File: src/rtl/uart_frame_pkg.sv
// Shared definitions for the UART RX frame parser: SOF default, error codes, FSM states.
// Latency: n/a (types and constants only).
// Backpressure: n/a.
package uart_frame_pkg;

  // Default start-of-frame marker
  localparam logic [7:0] SOF_BYTE_DEF = 8'hA5;

  // Drop causes reported on err_code
  localparam logic [1:0] ERR_NONE = 2'd0;
  localparam logic [1:0] ERR_LEN  = 2'd1;
  localparam logic [1:0] ERR_CSUM = 2'd2;
  localparam logic [1:0] ERR_TMO  = 2'd3;

  // Parser states
  typedef enum logic [2:0] {
    ST_HUNT    = 3'd0,
    ST_LEN     = 3'd1,
    ST_PAYLOAD = 3'd2,
    ST_CSUM    = 3'd3,
    ST_DONE    = 3'd4
  } state_e;

  // 8-bit saturating increment for the drop counter
  function automatic logic [7:0] sat_inc8(input logic [7:0] v);
    return (v == 8'hFF) ? v : v + 8'd1;
  endfunction

endpackage

File: src/rtl/uart_byte_fetch.sv
// Pops the RX FIFO one byte at a time and presents each byte with a one-cycle valid.
// Latency: byte_valid follows the rd_uart pulse by one cycle (R_data passed straight through).
// Backpressure: no pop while fetch_en is low, the FIFO is empty, or a pop is still in flight.
module uart_byte_fetch
  import uart_frame_pkg::*;
#(
  parameter int DATA_WIDTH = 8
) (
  input  logic                  UCLK,
  input  logic                  reset,
  input  logic                  fetch_en,
  input  logic                  rx_empty,
  input  logic [DATA_WIDTH-1:0] R_data,
  output logic                  rd_uart,
  output logic                  byte_valid,
  output logic [DATA_WIDTH-1:0] rx_byte
);

  logic pend_q;
  logic pend_d;

  // Issue a pop only when nothing is outstanding; gated by reset so the strobe is quiet in reset
  always_comb begin
    rd_uart = fetch_en && !pend_q && !rx_empty && !reset;
    pend_d  = rd_uart;
  end

  // Track the single outstanding pop; reset drops a byte that is still in flight
  always_ff @(posedge UCLK) begin
    if (reset) begin
      pend_q <= 1'b0;
    end else begin
      pend_q <= pend_d;
    end
  end

  assign byte_valid = pend_q;
  assign rx_byte    = R_data;

endmodule

File: src/rtl/uart_rx_frame_parser.sv
// Delineates SOF/LEN/payload/CSUM frames from the RX FIFO and holds checked packets for the host.
// Latency: pkt_valid rises the cycle after the checksum byte is accepted; pkt_err one cycle after the fault.
// Backpressure: while a packet is held (DONE) no bytes are popped until pkt_ack.
module uart_rx_frame_parser
  import uart_frame_pkg::*;
#(
  parameter int                    DATA_WIDTH     = 8,
  parameter int                    MAX_PAYLOAD    = 16,
  parameter logic [DATA_WIDTH-1:0] SOF_BYTE       = DATA_WIDTH'(SOF_BYTE_DEF),
  parameter int                    TIMEOUT_CYCLES = 50000,
  parameter int                    LEN_BITS       = $clog2(MAX_PAYLOAD + 1)
) (
  input  logic                  UCLK,
  input  logic                  reset,
  input  logic                  rx_empty,
  input  logic [DATA_WIDTH-1:0] R_data,
  output logic                  rd_uart,
  output logic                  pkt_valid,
  output logic [LEN_BITS-1:0]   pkt_len,
  input  logic [LEN_BITS-1:0]   pkt_rd_addr,
  output logic [DATA_WIDTH-1:0] pkt_rd_data,
  input  logic                  pkt_ack,
  output logic                  pkt_err,
  output logic [1:0]            err_code,
  output logic [7:0]            err_cnt
);

  localparam int AW = (MAX_PAYLOAD > 1) ? $clog2(MAX_PAYLOAD) : 1;
  localparam int TW = (TIMEOUT_CYCLES > 1) ? $clog2(TIMEOUT_CYCLES) : 1;
  localparam logic [TW-1:0] TMO_LAST = TW'(TIMEOUT_CYCLES - 1);

  // Byte stream from the FIFO
  logic                  fetch_en;
  logic                  byte_valid;
  logic [DATA_WIDTH-1:0] rx_byte;

  // Parser state
  state_e                state_q, state_d;
  logic [LEN_BITS-1:0]   len_q, len_d;
  logic [LEN_BITS-1:0]   idx_q, idx_d;
  logic [DATA_WIDTH-1:0] sum_q, sum_d;
  logic [TW-1:0]         tmo_q, tmo_d;
  logic                  pkt_valid_q, pkt_valid_d;
  logic [LEN_BITS-1:0]   pkt_len_q, pkt_len_d;
  logic                  pkt_err_q, pkt_err_d;
  logic [1:0]            err_code_q, err_code_d;
  logic [7:0]            err_cnt_q, err_cnt_d;

  // Payload buffer write port
  logic                  wr_en;
  logic [AW-1:0]         wr_addr;
  logic [DATA_WIDTH-1:0] buf_q [MAX_PAYLOAD];

  // Drop decision for this cycle
  logic                  drop;
  logic [1:0]            drop_code;
  logic                  timer_live;

  // A held packet stops popping; anything already in flight lands and is ignored in DONE
  assign fetch_en = (state_q != ST_DONE);

  uart_byte_fetch #(
    .DATA_WIDTH (DATA_WIDTH)
  ) u_fetch (
    .UCLK       (UCLK),
    .reset      (reset),
    .fetch_en   (fetch_en),
    .rx_empty   (rx_empty),
    .R_data     (R_data),
    .rd_uart    (rd_uart),
    .byte_valid (byte_valid),
    .rx_byte    (rx_byte)
  );

  // Next-state logic: frame walk, inter-byte timeout and drop bookkeeping
  always_comb begin
    state_d     = state_q;
    len_d       = len_q;
    idx_d       = idx_q;
    sum_d       = sum_q;
    pkt_valid_d = pkt_valid_q;
    pkt_len_d   = pkt_len_q;
    pkt_err_d   = 1'b0;
    err_code_d  = err_code_q;
    err_cnt_d   = err_cnt_q;
    wr_en       = 1'b0;
    wr_addr     = idx_q[AW-1:0];
    drop        = 1'b0;
    drop_code   = ERR_NONE;

    // The timer only runs inside a frame and restarts on every byte
    timer_live = (state_q == ST_LEN) || (state_q == ST_PAYLOAD) || (state_q == ST_CSUM);
    tmo_d      = timer_live ? tmo_q + 1'b1 : '0;
    if (byte_valid) begin
      tmo_d = '0;
    end

    case (state_q)
      ST_HUNT: begin
        if (byte_valid && rx_byte == SOF_BYTE) begin
          state_d = ST_LEN;
        end
      end
      ST_LEN: begin
        if (byte_valid) begin
          if (rx_byte == '0 || int'(rx_byte) > MAX_PAYLOAD) begin
            drop      = 1'b1;
            drop_code = ERR_LEN;
          end else begin
            len_d   = LEN_BITS'(rx_byte);
            sum_d   = rx_byte;
            idx_d   = '0;
            state_d = ST_PAYLOAD;
          end
        end
      end
      ST_PAYLOAD: begin
        if (byte_valid) begin
          wr_en = 1'b1;
          sum_d = sum_q + rx_byte;
          idx_d = idx_q + 1'b1;
          if (idx_d == len_q) begin
            state_d = ST_CSUM;
          end
        end
      end
      ST_CSUM: begin
        if (byte_valid) begin
          if (rx_byte == sum_q) begin
            state_d     = ST_DONE;
            pkt_valid_d = 1'b1;
            pkt_len_d   = len_q;
          end else begin
            drop      = 1'b1;
            drop_code = ERR_CSUM;
          end
        end
      end
      ST_DONE: begin
        if (pkt_ack) begin
          state_d     = ST_HUNT;
          pkt_valid_d = 1'b0;
        end
      end
      default: begin
        state_d = ST_HUNT;
      end
    endcase

    // A byte arriving on the expiry cycle keeps the frame alive
    if (timer_live && !byte_valid && tmo_q == TMO_LAST) begin
      drop      = 1'b1;
      drop_code = ERR_TMO;
    end

    if (drop) begin
      state_d    = ST_HUNT;
      pkt_err_d  = 1'b1;
      err_code_d = drop_code;
      err_cnt_d  = sat_inc8(err_cnt_q);
    end
  end

  // FSM and registered outputs
  always_ff @(posedge UCLK) begin
    if (reset) begin
      state_q     <= ST_HUNT;
      len_q       <= '0;
      idx_q       <= '0;
      sum_q       <= '0;
      tmo_q       <= '0;
      pkt_valid_q <= 1'b0;
      pkt_len_q   <= '0;
      pkt_err_q   <= 1'b0;
      err_code_q  <= ERR_NONE;
      err_cnt_q   <= '0;
    end else begin
      state_q     <= state_d;
      len_q       <= len_d;
      idx_q       <= idx_d;
      sum_q       <= sum_d;
      tmo_q       <= tmo_d;
      pkt_valid_q <= pkt_valid_d;
      pkt_len_q   <= pkt_len_d;
      pkt_err_q   <= pkt_err_d;
      err_code_q  <= err_code_d;
      err_cnt_q   <= err_cnt_d;
    end
  end

  // Payload buffer; contents are only meaningful while pkt_valid is high
  always_ff @(posedge UCLK) begin
    if (wr_en) begin
      buf_q[wr_addr] <= rx_byte;
    end
  end

  assign pkt_rd_data = (int'(pkt_rd_addr) < MAX_PAYLOAD) ? buf_q[pkt_rd_addr[AW-1:0]] : '0;
  assign pkt_valid   = pkt_valid_q;
  assign pkt_len     = pkt_len_q;
  assign pkt_err     = pkt_err_q;
  assign err_code    = err_code_q;
  assign err_cnt     = err_cnt_q;

endmodule

File: config.mk
export PLATFORM = sky130hd
export DESIGN_NAME = uart_rx_frame_parser
export DESIGN_NICKNAME = d
export VERILOG_FILES = /design/src/rtl/uart_frame_pkg.sv /design/src/rtl/uart_byte_fetch.sv /design/src/rtl/uart_rx_frame_parser.sv
export SDC_FILE = /design/constraint.sdc
export NUM_CORES = 1
export LEC_CHECK = 0
export BUFFER_PORTS_ARGS = -buffer_cell sky130_fd_sc_hd__buf_2
export CORE_MARGIN = 2
export CORE_UTILIZATION = 55
export DETAILED_ROUTE_END_ITERATION = 7
export PLACE_DENSITY = 0.75
export SLEW_MARGIN = 25
export SYNTH_ARGS = -nofsm -noshare
export SYNTH_HDL_FRONTEND = slang
export SYNTH_SLANG_ARGS = --single-unit
File: constraint.sdc
create_clock -name UCLK -period 3.9 [get_ports UCLK]
set_input_delay 1.17 -clock UCLK [delete_from_list [all_inputs] [get_ports UCLK]]
set_output_delay 1.17 -clock UCLK [all_outputs]
set_load 0.02 [all_outputs]
# Yosys cells after proc, flatten, opt, wreduce, memory -nomap -nowiden
# Memories as Yosys holds them, arrays and structs flattened.
# Index checks and enable logic that the tools add are counted.
classes:
  shift: 0
  bitwise: 3
  n_addsub: 4
  order_cmp: 2
  mul: 0
  n_eq_ne: 18
  n_div: 0
  muxes: 39
  reduce_logical: 24
op_table:
  columns: ["operator", "count"]
  rows:
  - ["$mux W8", 4]
  - ["$mux W3", 8]
  - ["$add A16 B1 Y16 const B", 1]
  - ["$eq A16 B16 Y1 const B", 1]
  - ["$eq A8 B8 Y1 const B", 2]
  - ["$pmux W8 S2", 1]
  - ["$mux W1", 15]
  - ["$mux W5", 3]
  - ["$pmux W3 S5", 1]
  - ["$ne A2 B1 Y1 const B", 5]
  - ["$pmux W5 S2", 1]
  - ["$add A8 B1 Y8 const B", 1]
  - ["$add A8 B8 Y8", 1]
  - ["$eq A8 B8 Y1", 1]
  - ["$gt A8 B5 Y1 const B", 1]
  - ["$logic_not A8 Y1", 1]
  - ["$reduce_and A4 Y1", 2]
  - ["$reduce_and A8 Y1", 1]
  - ["$eq A3 B2 Y1 const B", 2]
  - ["$logic_and A1 B1 Y1", 6]
  - ["$mux W2", 3]
  - ["$ne A2 B2 Y1 const B", 3]
  - ["$reduce_and A3 Y1", 2]
  - ["$add A5 B1 Y5 const B", 1]
  - ["15 further kinds", 23]
totals:
  output_inout_bits: 26
  wordCells: 102
  latch_bits: 0
  regBits: 55
  input_bits: 17
  mem_bits_ro: 0
  ram_bits: 128
  mem_count: 1
memory_table:
  columns: ["name", "depth", "width", "read_ports", "rd_clocked_by_memory_dff", "write_ports", "line_no", "rtl"]
  rows:
  - ["buf_q", 16, 8, 1, 0, 1, "uart_rx_frame_parser.sv:52", "logic [DATA_WIDTH-1:0] buf_q [MAX_PAYLOAD];"]

# Logic depth before layout (Yosys ltp)
depth:
  depth_word: 7
  depth_mapped: 9
  depth_no_buf: 9

# Modules after synthesis
# A second synthesis with hierarchy kept.
unflattened:
  hier_cells: 568
  hier_area_um2: 8005.2
by_module_without_submodules:
  columns: ["mod", "n_inst", "seq_area_each_um2", "area_per_inst_um2", "cells_each"]
  rows:
  - ["uart_rx_frame_parser", 1, 4924.7, 7907.6, 557]
  - ["uart_byte_fetch", 1, 20.0, 97.6, 11]

# Least setup slack after synthesis
# No wires, ideal clock.
synth_path:
  path_type: "input-to-output"
  startpoint: "input port pkt_rd_addr[0]"
  endpoint: "output port pkt_rd_data[0]"
  t_arrival_ns: 2.860
  t_required_ns: 2.730
  slack_ns: -0.130
  n_path_buf: 2
  stages: 5
  path_cell_list: "clkbuf_1 buf_2 mux4_2 mux4_2 nor2b_1"
synth_between:
  elab_chain_cells: 2
  elab_cells_between_ends: 3
  classes_between: "1 x order compare; 1 x mux; 1 x memory"
synth_lines:
  columns: ["element", "line_no", "rtl"]
  rows:
  - ["start, declared", "uart_rx_frame_parser.sv:20", "input logic [LEN_BITS-1:0] pkt_rd_addr,"]
  - ["$mem_v2 Z16 W8 / $lt A5 B5 Y1 (equally long branches)", null, null]
  - ["$mux W8 *", "uart_rx_frame_parser.sv:198", "assign pkt_rd_data = (int'(pkt_rd_addr) < MAX_PAYLOAD) ? buf_q[pkt_rd_addr[AW-1:0]] : '0;"]
  - ["end, declared", "uart_rx_frame_parser.sv:21", "output logic [DATA_WIDTH-1:0] pkt_rd_data,"]
# Mark *: on every way between the ends. The rest lies on a longest branch, timed or not.

# Worst setup path after layout
layout_path:
  startpoint: "input port pkt_rd_addr[0]"
  endpoint: "output port pkt_rd_data[1]"
# Same word-level chain as after synthesis.

==> key figures <==
Outcome
  – Status: finished, violations left
  – Failing checks: setup timing

Synth
  – Top_reg_cell synth: edfxtp_1
  – Mean Syn Cell Area: 14.3 sq um
  – Post-synthesis sequential area ratio: 62.2%
  – Warnings from Yosys: 0
  – Cells after synthesis: 557
  – Number of flops mapped to enable cells by yosys: 128
  – Ys async rst share: 0%
  – Synth Register Bits: 183
  – Synth Cell Area: 7960 sq um
  – Unique cell type count in the Yosys netlist: 66
  – Mapped Nets: 588

Route
  – Via/cell ratio: 6.03
  – Drt drc: 0
  – Metal2 WL: 8760 microns
  – Final wirelength: 17200 microns
  – Top Layer Used: met4
  – DRT iter0 DRCs: 540
  – Met1 WL: 7000 microns
  – WL per Instance: 21.4 microns
  – Via Count: 4846
  – Antenna-violating nets left: 0
  – Met3 WL post-DR: 1030 microns
  – 1st-pass router iterations: 5

Finish
  – Final Util: 65.6%
  – Fillers: 1020
  – Share of layout cells above drive strength 1: 24.8%
  – Fin area: 9180 sq um
  – Most frequent cells in the layout: edfxtp_1 (128), nor2_1 (60), dfxtp_1 (55)
  – Final layout net count: 640
  – Most common cell after layout, fill and taps aside: edfxtp_1
  – Area growth from synthesis to layout: 15.4%

Die
  – Starting Density: 56.9%
  – Die Wd: 124 microns
  – Core area: 14000 sq um
  – Die ar.: 15400 sq um
  – Rows: 43
  – Top Ports: 43
  – Die H: 124 microns

Pwr
  – Peak supply drop: 0.000216 V
  – Lkg Pwr: 3.16 nW
  – Pwr Density: 424 nW/um^2

Clock tree
  – Setup bufs post-CTS: 0
  – TritonCTS clock tree: built
  – CTS max path bufs: 2
  – Worst-path clk slew: 0.07 ns
  – CTS H-tree lvls: 4
  – Clock Latency Late Sink: 0.43 ns
  – CTS Buf Count: 17
  – CTS Sinks: 183
  – Root Driver: clkbuf_16
  – Hold buffer count at cts: 0

Placement
  – Hpwl dp: 11100 microns
  – Port bufs: 42
  – Pre-CTS setup slack: -0.125 ns
  – Area of placed instances: 8450 sq um
  – GP Congestion: 0.815

Worst setup path
  – R2r endpoint: buf_q[5][0]
  – RR Startpoint: state_q[1]
  – Startpoint types: input port
  – Worst r2r path cells: 4
  – Setup CP Type: in -> out
  – Crit-path cells: buf_16 > buf_16 > mux4_2 > mux4_2 > nor2b_1 > buf_2
  – Worst stage delay on the critical path: 0.49 ns
  – Worst reg2reg setup slack: 0.95 ns
  – Worst Setup SP: pkt_rd_addr[0]
  – Buf/Inv on CP: 3
  – Stages on worst setup path: 6
  – CP max FO: 6
  – Slowest cell on crit path: mux4_2
  – Top delay family on crit path: multiplexers
  – CP endpoint kind: primary output
  – Critical path endpoint: pkt_rd_data[1]
  – Worst path required time: 2.73 ns
  – Data arrival time of the worst path: 2.74 ns

Job
  – Max Cap Violations: 0

Timing
  – Final hold viol count: 0
  – Min Tclk post-route: 3.91 ns
  – Fin Setup TNS: -0.0100 ns
  – Slew @ Worst Pin: 1.15 ns
  – Final Worst Setup Slack: -0.00708 ns
  – Final period util: 100%
  – Max Clock Skew: 0.0107 ns
  – Worst relative slew slack: 23.1%
  – Max-slew violation count: 0
  – RSZ-0062 raised after global routing: yes
  – Fmax: 256 MHz
  – Final count of negative-setup-slack endpoints: 2

GRT
  – Grt ovf: 0
  – First-pass GRT wire length: 27200 microns
  – Largest net degree at the start of global routing: 43
  – Number of global-route vias before repair: 4875
  – Initial antenna violation count: 1
  – All-Layer GR Usage: 23.1%

Worst hold path
  – Hold depth: 2
  – Hold Path Class: reg -> reg
==> metal layers <==
metal  GRT usage, %  vias to the layer above
met1           29.8                     2414
met4           9.91                        0
li1               -                     2228
met3           4.64                       34
met5              0                        -
met2           38.4                      170
==> report_power, final <==
group	internal [mW]	leakage, nW	total, mW	switching [mW]
clock network	0.880	0.266	1.62	0.740
registers	2.07	1.59	2.08	0.00178
logic	0.0941	1.30	0.195	0.101
total	3.05	3.16	3.89	0.842
==> through the flow <==
stage	cells	hold slack, ns	total power [mW]
finish	803	0.465	3.89
global route	803	0.496	4.00
CTS	801	0.465	3.89
detailed placement	766	0.455	2.29
global placement	766	0.438	2.28
floorplan	557	0.430	2.22
==> cell type report <==
type                    instances  area, sq um  area share [%]
diodes                          1         2.50          0.0273
clock buffers                  17          425            4.63
clock inverters                15          130            1.42
inverters                      10         37.5           0.409
multi-input cells             339         2920            31.8
flip-flops and latches        183         4940            53.9
well taps                     180          225            2.45
repair buffers                 58          499            5.44
==> state kept, by name (all words and copies together), names as in the netlist <==
register / count
sum_q: 8
len_q: 5
err_cnt: 8
buf_q: 128
state_q: 3
pkt_len: 5
tmo_q: 16
pkt_valid: 1
u_fetch.byte_valid: 1
pkt_err: 1
err_code: 2
idx_q: 5
==> synth_stat cells (3+ instances only) <==
cell      number  area, sq um
clkbuf_1      15         56.3
nand3b_1       3         22.5
nand4_1        5         31.3
and3_1         3         18.8
inv_1         10         37.5
nand3_1       15         75.1
buf_2          8         40.0
nand2_1       35          131
o21ai_0       11         55.1
nor2_1        62          233
or3_1          6         37.5
nand2b_1       3         18.8
xnor2_1       14          123
xor2_1        14          123
ha_1          13          163
nor3_1         9         45.0
dfxtp_1       55         1100
mux4_2        40          901
mux2i_1       15          150
edfxtp_1     128         3840
a21oi_1       21          105
a211oi_1       4         30.0
nor2b_1       14         87.6
==> worst register-to-register path, delay by kind of cell (launching register included) <==
family	cells	cell delay (ns)
and+or+nand+nor	4	2.00
DFF	1	0.56
==> cells by family (layout without fill, tap and decap cells) <==
kind of cell	count (synthesis)	in the layout	synth area share [%]
flip-flops	183	183	62.2
AO/OA/AOI/OAI	61	61	5.32
XOR/XNOR	28	28	3.08
adder cells (fa/ha/maj)	14	14	2.30
multiplexers	57	57	13.5
AND/OR/NAND/NOR	179	179	11.9
other	0	1	0
buffers and inverters	35	100	1.78
==> timing repair <==
action                                  4_1_cts  5_1_grt
endpoints found under the setup margin        8        8
gates resized for setup                       7       13
gates cloned                                  3        1
==> worst min path at each step <==
stage | to | from | slack (ns)
floorplan | tmo_q[0] | tmo_q[0] | 0.43
global placement | tmo_q[0] | tmo_q[0] | 0.44
detailed placement | err_code[1] | err_code[1] | 0.45
finish | err_code[1] | err_code[1] | 0.47
CTS | err_code[1] | err_code[1] | 0.47
global route | tmo_q[0] | tmo_q[0] | 0.50
Note: power is estimated with default switching activity, not from simulation.
